<file path="config.mk">
export PLATFORM = sky130hd
export DESIGN_NAME = fdiv_issue_ctrl
export DESIGN_NICKNAME = d
export VERILOG_FILES = /design/src/rtl/fdiv_issue_ctrl.sv
export SDC_FILE = /design/constraint.sdc
export NUM_CORES = 1
export LEC_CHECK = 0
export BUFFER_PORTS_ARGS = -buffer_cell sky130_fd_sc_hd__buf_2
export CAP_MARGIN = 20
export CELL_PAD_IN_SITES_DETAIL_PLACEMENT = 0
export CELL_PAD_IN_SITES_GLOBAL_PLACEMENT = 1
export CORE_MARGIN = 3
export CORE_UTILIZATION = 49
export DETAILED_ROUTE_END_ITERATION = 6
export GPL_TIMING_DRIVEN = 1
export PLACE_DENSITY_LB_ADDON = 0.3
export SYNTH_ARGS = -nofsm -noshare
export SYNTH_HDL_FRONTEND = slang
export SYNTH_SLANG_ARGS = --single-unit
</file>
<file path="constraint.sdc">
create_clock -name i_sys_clk -period 4.8 [get_ports i_sys_clk]
set_input_delay 0.72 -clock i_sys_clk [delete_from_list [all_inputs] [get_ports i_sys_clk]]
set_output_delay 0.72 -clock i_sys_clk [all_outputs]
set_load 0.1 [all_outputs]
</file>
<file path="src/rtl/fdiv_issue_ctrl.sv">
// Purpose: issues tagged divide requests to a fixed-latency FPU pipe and returns results in issue order.
// Latency: a request issued at cycle t presents res_valid at t+LAT+1 (empty FIFO); one op per cycle.
// Backpressure: credit-based; req_ready drops once in-flight plus buffered results reach DEPTH.
//
// Ports
//   i_sys_clk, i_rst        clock, synchronous active-low reset
//   i_req_* / o_req_ready   tagged request (x1 / x2 / tag), valid/ready
//   o_div_*                 drive the unit's stage1_valid, x1, x2 (pass-through of the request)
//   i_div_*                 unit out_valid, y, ovf, unf
//   o_res_* / i_res_ready   head of the result FIFO (y, ovf, unf, tag), valid/ready
//   o_busy                  ops in flight, results buffered, or post-reset drain active
//   o_err_sticky            unit out_valid disagreed with the tag pipe; cleared only by reset
module fdiv_issue_ctrl #(
  parameter int LAT   = 5,
  parameter int DEPTH = 8,
  parameter int TAG_W = 6
) (
  input  logic             i_sys_clk,
  input  logic             i_rst,
  input  logic             i_req_valid,
  output logic             o_req_ready,
  input  logic [31:0]      i_req_x1,
  input  logic [31:0]      i_req_x2,
  input  logic [TAG_W-1:0] i_req_tag,
  output logic             o_div_valid,
  output logic [31:0]      o_div_x1,
  output logic [31:0]      o_div_x2,
  input  logic             i_div_out_valid,
  input  logic [31:0]      i_div_y,
  input  logic             i_div_ovf,
  input  logic             i_div_unf,
  output logic             o_res_valid,
  input  logic             i_res_ready,
  output logic [31:0]      o_res_y,
  output logic             o_res_ovf,
  output logic             o_res_unf,
  output logic [TAG_W-1:0] o_res_tag,
  output logic             o_busy,
  output logic             o_err_sticky
);

  localparam int CW = $clog2(DEPTH + 1);  // occupancy / credit counters
  localparam int PW = $clog2(DEPTH);      // FIFO pointers, wrap naturally (DEPTH is 2^PW)
  localparam int DW = $clog2(LAT + 1);    // post-reset drain counter

  typedef struct packed {
    logic [31:0]      y;
    logic             ovf;
    logic             unf;
    logic [TAG_W-1:0] tag;
  } res_t;

  // State
  logic [CW-1:0]    r_inflight;
  logic [CW-1:0]    r_count;
  logic [PW-1:0]    r_wr_ptr;
  logic [PW-1:0]    r_rd_ptr;
  logic [DW-1:0]    r_drain;
  logic [LAT-1:0]   r_tp_v;
  logic [TAG_W-1:0] r_tp_tag [LAT];
  res_t             r_mem    [DEPTH];
  logic             r_err;

  // Combinational
  logic             w_draining;
  logic [CW-1:0]    w_credit;
  logic             w_issue;
  logic             w_last_v;
  logic [TAG_W-1:0] w_last_tag;
  logic             w_push;
  logic             w_pop;
  res_t             w_wr_ent;
  res_t             w_head;

  // ---------------------------------------------------------------------------
  // Issue side. The unit has no stall input, so a result slot must be reserved
  // before issuing: every op in flight or sitting in the FIFO consumes a credit.
  // ---------------------------------------------------------------------------
  assign w_draining  = (r_drain != '0);
  assign w_credit    = CW'(DEPTH) - r_inflight - r_count;
  assign o_req_ready = (w_credit != '0) && !w_draining;
  assign w_issue     = i_req_valid && o_req_ready;

  assign o_div_valid = w_issue;
  assign o_div_x1    = i_req_x1;
  assign o_div_x2    = i_req_x2;

  // The unit's pipeline registers are not reset, so stale out_valids may emerge
  // for up to LAT cycles after reset; hold everything off until they are gone.
  always_ff @(posedge i_sys_clk) begin
    if (!i_rst) begin
      r_drain <= DW'(LAT);
    end else if (w_draining) begin
      r_drain <= r_drain - 1'b1;
    end
  end

  // ---------------------------------------------------------------------------
  // Tag pipe: mirrors the unit pipeline so its last stage lines up with the
  // unit's out_valid. Valid bits are reset; tags only matter alongside them.
  // ---------------------------------------------------------------------------
  always_ff @(posedge i_sys_clk) begin
    if (!i_rst) begin
      r_tp_v <= '0;
    end else begin
      r_tp_v <= {r_tp_v[LAT-2:0], w_issue};
    end
  end

  always_ff @(posedge i_sys_clk) begin
    r_tp_tag[0] <= i_req_tag;
    for (int k = 1; k < LAT; k++) begin
      r_tp_tag[k] <= r_tp_tag[k-1];
    end
  end

  assign w_last_v   = r_tp_v[LAT-1];
  assign w_last_tag = r_tp_tag[LAT-1];

  // A result is accepted only when both the unit and the tag pipe agree; a
  // spurious out_valid is flagged but never written.
  assign w_push = i_div_out_valid && w_last_v && !w_draining;

  always_ff @(posedge i_sys_clk) begin
    if (!i_rst) begin
      r_err <= 1'b0;
    end else if (!w_draining && (i_div_out_valid != w_last_v)) begin
      r_err <= 1'b1;
    end
  end

  assign o_err_sticky = r_err;

  // In-flight count: incremented on issue, decremented when the result lands.
  always_ff @(posedge i_sys_clk) begin
    if (!i_rst) begin
      r_inflight <= '0;
    end else begin
      case ({w_issue, w_push})
        2'b10:   r_inflight <= r_inflight + 1'b1;
        2'b01:   r_inflight <= r_inflight - 1'b1;
        default: r_inflight <= r_inflight;
      endcase
    end
  end

  // ---------------------------------------------------------------------------
  // Result FIFO: show-ahead read of registered storage. count tells full from
  // empty since the pointers alone cannot.
  // ---------------------------------------------------------------------------
  assign w_wr_ent.y   = i_div_y;
  assign w_wr_ent.ovf = i_div_ovf;
  assign w_wr_ent.unf = i_div_unf;
  assign w_wr_ent.tag = w_last_tag;

  assign o_res_valid = (r_count != '0);
  assign w_pop       = o_res_valid && i_res_ready;

  always_ff @(posedge i_sys_clk) begin
    if (w_push) begin
      r_mem[r_wr_ptr] <= w_wr_ent;
    end
  end

  always_ff @(posedge i_sys_clk) begin
    if (!i_rst) begin
      r_wr_ptr <= '0;
      r_rd_ptr <= '0;
      r_count  <= '0;
    end else begin
      if (w_push) begin
        r_wr_ptr <= r_wr_ptr + 1'b1;
      end
      if (w_pop) begin
        r_rd_ptr <= r_rd_ptr + 1'b1;
      end
      case ({w_push, w_pop})
        2'b10:   r_count <= r_count + 1'b1;
        2'b01:   r_count <= r_count - 1'b1;
        default: r_count <= r_count;
      endcase
    end
  end

  assign w_head    = r_mem[r_rd_ptr];
  assign o_res_y   = w_head.y;
  assign o_res_ovf = w_head.ovf;
  assign o_res_unf = w_head.unf;
  assign o_res_tag = w_head.tag;

  assign o_busy = (r_inflight != '0) || (r_count != '0) || w_draining;

endmodule

</file>
==> flow_summary.ini, run 1 <==
[run_status]
status = finished, final reports clean

[sta]
finalCritPeriodShare_pct = 77.6
relSlewSlack_pct = 26.8
rsz0062_at_grt = no
fmax_mhz = 269
timing.hold.ws_ns = 0.312
fin_setup_tns_ns = 0
period_minus_slack_ns = 3.72
fin_worst_skew_ns = 0.0126
worst_pin_slew_ns = 1.10
hold_viol = 0
drv_slew = 0
setup_viol = 0

[yosys]
syn_area_per_cell_um2 = 20.8
syn_area_um2 = 14700
synth_enable_flop_cells = 320
synth_compound_area_share_pct = 0.696
async_flop_share_pct = 0
synth_top_family_by_area = multiplexers
synth_fp_nets = 837
synth_cells = 710
ys_types = 33
synthMuxAreaShare_pct = 17.3
ys_warn_count = 0
synth_ff_type = edfxtp_1
ys_seq_area_share_pct = 72.8
synthSimpleGateAreaFrac_pct = 2.06
synth-seq-cells = 376
synth_xor_area_share_pct = 0.653
synth-adder-area-share_pct = 1.68

[global_route]
grt_overflow = 0
grt_usage_pct = 16.6
grt_pass1_vias = 6915
antenna_found_initial = 3
grt_pass1_wl_um = 41300
grt_max_degree = 81

[clocking]
cts_tree = done
post_cts.repair.setup_buffers = 0
postCtsHoldBufs = 0
htreeDepth = 2
ctsLongestPathBuffers = 3
numCtsBuffers = 39
cts.clk_slew.worst_paths_ns = 0.06
clock_latency_ns = 0.52
cts_sinks = 376
cts-resized-gates = 0
cts-root-buf = clkbuf_16

[critical_path]
r2r_start = r_inflight[0]
worstPathArrival_ns = 3.00
crit_fanout = 48
criticalPathCategory = flip-flop to output pin
r2r_setup_slack_ns = 1.38
worst_setup_path_end_kind = output pin
crit_required_ns = 4.08
startpoint_type = flip-flop

[floorplanning]
fp.dieArea_um2 = 32200
core_area_um2 = 29200
pin_count = 218
rows = 62
die_w_um = 179
floorplan.initialDensity_pct = 50.5
fp.dieH_um = 179

[min_path]
holdCritPathClass = primary input to flip-flop
hp-start = i_req_tag[3]

[route]
drt_iter0_markers = 331
route.detailed.drc = 0
wl_um = 26900
dr_total_vias = 6484
drt-pass1-iter-count = 6
vias_per_cell = 5.50
routedWlPerCell_um = 22.8
ant_nets = 0

[layout]
drive_above_1_share_pct = 27.8
syn_to_final_growth_pct = 11.9
final_nets = 891
fillers = 2144

[power]
leakage_nw = 5.58
irDropWorstVdd_mv = 0.257
power_density_nw_per_um2 = 406

[placed_design]
place_congestion = 0.745
io_buffers = 89
dp_hpwl_um = 15000

[job]
drv_cap = 0
routing by layer:
layer	GRT usage (%)	share of wire, %
met3	4.20	6.5
met5	0	0.15
met4	5.35	2.8
met1	21.6	41
met2	27.7	50
cell usage in the layout, fill, tap and decap left out, drive strengths merged, types with 2 or more instances in the layout:
cell type / netlist / routed
a21boi: 4 / 4
a21o: 2 / 2
a21oi: 4 / 4
and2: 15 / 15
buf: 74 / 102
bufinv: 0 / 6
clkbuf: 15 / 52
clkinv: 0 / 11
dfxtp: 56 / 56
edfxtp: 320 / 320
fa: 3 / 3
ha: 15 / 15
inv: 15 / 16
mux2: 40 / 40
mux2i: 4 / 4
mux4: 80 / 80
nand2: 19 / 19
nand2b: 6 / 6
nand3: 2 / 2
nor2: 11 / 11
nor2b: 2 / 2
nor3: 3 / 3
o21ai: 4 / 4
xnor2: 8 / 8
xor2: 3 / 3
worst paths after layout:
path / to / cells after the start
hold / removal: r_tp_tag[0][3] / 1
setup reg to reg: r_inflight[3] / 14
setup / recovery: o_res_tag[5] / 4
hold reg to reg: r_tp_tag[0][16] / 0
stage by stage:
stage               std cells  setup WS (ns)  power (mW)  utilization (%)  area, um^2
floorplan                 710         0.0367        3.93                -       14700
detailed placement       1107           1.38        3.73             52.1       15200
finish                   1179           1.08        6.70             56.6       16500
global placement         1107           1.54        3.72             52.1       15200
global route             1178          0.862        6.93             56.6       16500
CTS                      1178           1.01        6.77             56.6       16500
area by class of cell:
| class | instances | area (um^2) | share of cell area (%) |
|---|---|---|---|
| Antenna cell | 1 | 2.50 | 0.0152 |
| Clock buffer | 52 | 1070 | 6.47 |
| Sequential cell | 376 | 10700 | 65.1 |
| Clock inverter | 19 | 246 | 1.49 |
| Tap cell | 384 | 480 | 2.91 |
| Timing Repair Buffer | 102 | 556 | 3.37 |
| Inverter | 15 | 56.3 | 0.341 |
| Multi-Input combinational cell | 230 | 3350 | 20.3 |
synthesized netlist by cell type (4+ instances only):
library cell	count	area share, %
edfxtp_1	320	65
mux4_1	68	12
buf_4	64	3.3
dfxtp_1	56	7.6
mux2_2	40	3.1
nand2_1	18	0.46
and2_1	15	0.64
clkbuf_1	15	0.38
ha_1	15	1.3
inv_1	15	0.38
mux4_2	12	1.8
nor2_1	11	0.28
xnor2_1	8	0.48
nand2b_1	6	0.25
buf_6	5	0.38
a21boi_0	4	0.20
a21oi_1	4	0.14
buf_8	4	0.41
mux2i_1	4	0.27
o21ai_0	4	0.14
critical path, cell delays in order, from the launching register on:
cell     delay, ns
dfxtp_4       0.92
buf_12        0.34
mux4_1        0.60
mux2_2        0.29
buf_2         0.29
flip-flops by register name, summed over array words and instances (netlist names), named ones only:
name,cells
o_err_sticky,1
r_count,4
r_drain,3
r_inflight,4
r_mem,320
r_rd_ptr,3
r_tp_tag,30
r_tp_v,5
r_wr_ptr,3
power breakdown:
group	internal (mW)	switching (mW)
clock	1.89	1.15
combinational	0.0271	0.0623
sequential	3.56	0.0107
logic make-up (layout without fill, tap and decap cells):
logic type / count (synthesis) / count (layout)
AOI/OAI and AO/OA: 16 / 16
muxes: 124 / 124
and+or+nand+nor: 61 / 61
other: 0 / 1
DFF: 376 / 376
buffers and inverters: 104 / 188
adders and majority gates: 18 / 18
xor gates and xnor gates: 11 / 11
Note: power is estimated with default switching activity, not from simulation.
==> run 2: changes to the inputs <==
ABC_AREA = 1   (was default)
CORE_UTILIZATION = 41   (was 49)
clock period = 3.1 ns   (was 4.8 ns; I/O delays follow)
==> run 2 against run 1 <==
Routed wire length is 14% higher. Sequential power up 60%. Power grew to 2.6 times the previous value. Worst setup slack worse by 0.92 ns. First-iteration DRC count rose by 120%. Die area grew 22%. Worst hold slack lost 0.27 ns.
==> flow_summary.ini, run 2 <==
[route]
drt-pass1-iter-count = 5
wl_um = 30600
dr_total_vias = 8827
route.detailed.drc = 0
ant_nets = 0
vias_per_cell = 4.90
routedWlPerCell_um = 17.0
drt_iter0_markers = 713

[critical_path]
r2r_setup_slack_ns = 0.31
criticalPathCategory = flip-flop to output pin
crit_fanout = 5
worst_setup_path_end_kind = output pin
slowest_delay_ns = 0.42
cp_slowest_cell = fa_2
crit_buf_inv = 3
cpLargestDelayFamily = adder cells
path_cells = ha_1 > inv_1 > ha_2 > fa_2 > nor3_1 > nand3_2 > nand3_2 > inv_2 > buf_12
crit_required_ns = 2.63
startpoint_type = flip-flop
worstPathArrival_ns = 2.47
cpMostUsedCell = nand3_2

[sta]
fmax_mhz = 340
fin_worst_skew_ns = 0.0111
drv_slew = 0
finalCritPeriodShare_pct = 94.8
relSlewSlack_pct = 47.9
fin_setup_tns_ns = 0
worst_pin_slew_ns = 0.782
hold_viol = 0
timing.hold.ws_ns = 0.0370
period_minus_slack_ns = 2.94
rsz0062_at_grt = no
setup_viol = 0

[clocking]
numCtsBuffers = 41
cts.clk_slew.worst_paths_ns = 0.06
clock_latency_ns = 0.53
htreeDepth = 2
cts_sinks = 376
cts_tree = done
ctsLongestPathBuffers = 3
cts-root-buf = clkbuf_16

[yosys]
ys_seq_area_share_pct = 71.0
synth_ff_type = edfxtp_1
synth_cells = 1274
syn_area_per_cell_um2 = 11.9
synth_fp_nets = 1401
synthTopCellsByCount = 320 x edfxtp_1, 260 x nor2_1, 165 x o21ai_1
synth_top_area_share_pct = 63.6
syn_area_um2 = 15100
ys_warn_count = 0
yosys-top-cells-area = edfxtp_1 64%, dfxtp_1 7.4%, nor2_1 6.5%, o21ai_1 5.5%, nand2_1 4.0%
async_flop_share_pct = 0
yosys.area.top_type = edfxtp_1
ys_types = 28
synth_enable_flop_cells = 320
synth-seq-cells = 376
yosysMostFrequentCell = edfxtp_1

[power]
leakage_nw = 6.38
irDropWorstVdd_mv = 0.746
power_density_nw_per_um2 = 988

[layout]
post-route-util_pct = 49.1
largest_reg_flops = 320
syn_to_final_growth_pct = 16.7
reg_top3 = r_mem (320), r_tp_tag (30), r_tp_v (5)
mostFrequentLayoutCell = edfxtp_1
fillers = 3152
drive_above_1_share_pct = 15.2
final_nets = 1434
top_register = r_mem
final_cells = 1802
final_cell_mix = 320 x edfxtp_1, 252 x nor2_1, 165 x o21ai_1, 160 x nand2_1, 88 x o21ai_0

[floorplanning]
fp.dieH_um = 198
fp.dieArea_um2 = 39200
core_area_um2 = 35900
pin_count = 218
rows = 69
floorplan.initialDensity_pct = 42.1
die_w_um = 198

[placed_design]
place_congestion = 0.714
post-place-cells = 1724
dp_hpwl_um = 16600
io_buffers = 89

[global_route]
antenna_found_initial = 3
grt_usage_pct = 15.6
grt_pass1_wl_um = 47600
grt_max_degree = 161
grt_pass1_vias = 8648
grt_overflow = 0

[job]
drv_cap = 0

[min_path]
holdCritPathClass = primary input to flip-flop

[run_status]
status = finished, final reports clean
[run 2: timing repair]
| action | CTS | global route |
|---|---|---|
| endpoints found under the setup margin | 2 | 4 |
| buffers inserted | 0 | 1 |
| cloned | 0 | 0 |
| hold buffers | 0 | 0 |
| pin swaps | 0 | 1 |
| resized for setup | 6 | 8 |
[run 2: report_power, final]
part	internal, mW	total, mW	leakage [nW]	switching (mW)
logic	2.20	6.85	2.38	4.66
clock network	3.01	4.87	0.661	1.87
registers	5.57	5.70	3.34	0.131
[run 2: cell type report]
| type | instances | area, um^2 | share of cell area (%) |
|---|---|---|---|
| flip-flops and latches | 376 | 10700 | 60.9 |
| multi-input cells | 726 | 3390 | 19.2 |
| repair buffers | 118 | 1390 | 7.90 |
| clock buffers | 59 | 1160 | 6.56 |
| well taps | 461 | 577 | 3.27 |
| clock inverters | 16 | 205 | 1.16 |
| inverters | 44 | 168 | 0.951 |
| diodes | 2 | 5.00 | 0.0284 |
[run 2: cells by family after synthesis]
logic type,synth area share (%)
AOI/OAI and AO/OA,8.84
adders and majority gates,1.64
and+or+nand+nor,10.9
buffers and inverters,7.14
xor gates and xnor gates,0.464
DFF,71.0
[run 2: routing by layer]
metal / GRT usage (%) / part of all wire [%] / vias up
met5: 0 / 0.16 / -
met3: 4.08 / 5.5 / 51
met2: 25.5 / 47 / 176
met4: 4.43 / 1.9 / 6
met1: 20.6 / 45 / 4209
li1: - / - / 4385
[run 2: worst paths after layout]
kind	from	to	depth (start not counted)
setup / recovery	r_inflight[1]	o_div_valid	9
hold / removal	i_req_tag[1]	r_tp_tag[0][1]	1
setup reg to reg	r_inflight[1]	r_inflight[3]	19
hold reg to reg	r_tp_tag[0][15]	r_tp_tag[0][21]	0
[run 2: stage by stage]
| step | power, mW | instance area (um^2) | worst slack (ns) |
|---|---|---|---|
| CTS | 17.6 | 17600 | 0.0142 |
| global route | 18.3 | 17600 | 0.00432 |
| detailed placement | 12.7 | 16200 | 0.0901 |
| global placement | 12.7 | 16200 | 0.129 |
| floorplan | 11.0 | 15100 | -0.0953 |
| finish | 17.4 | 17600 | 0.160 |
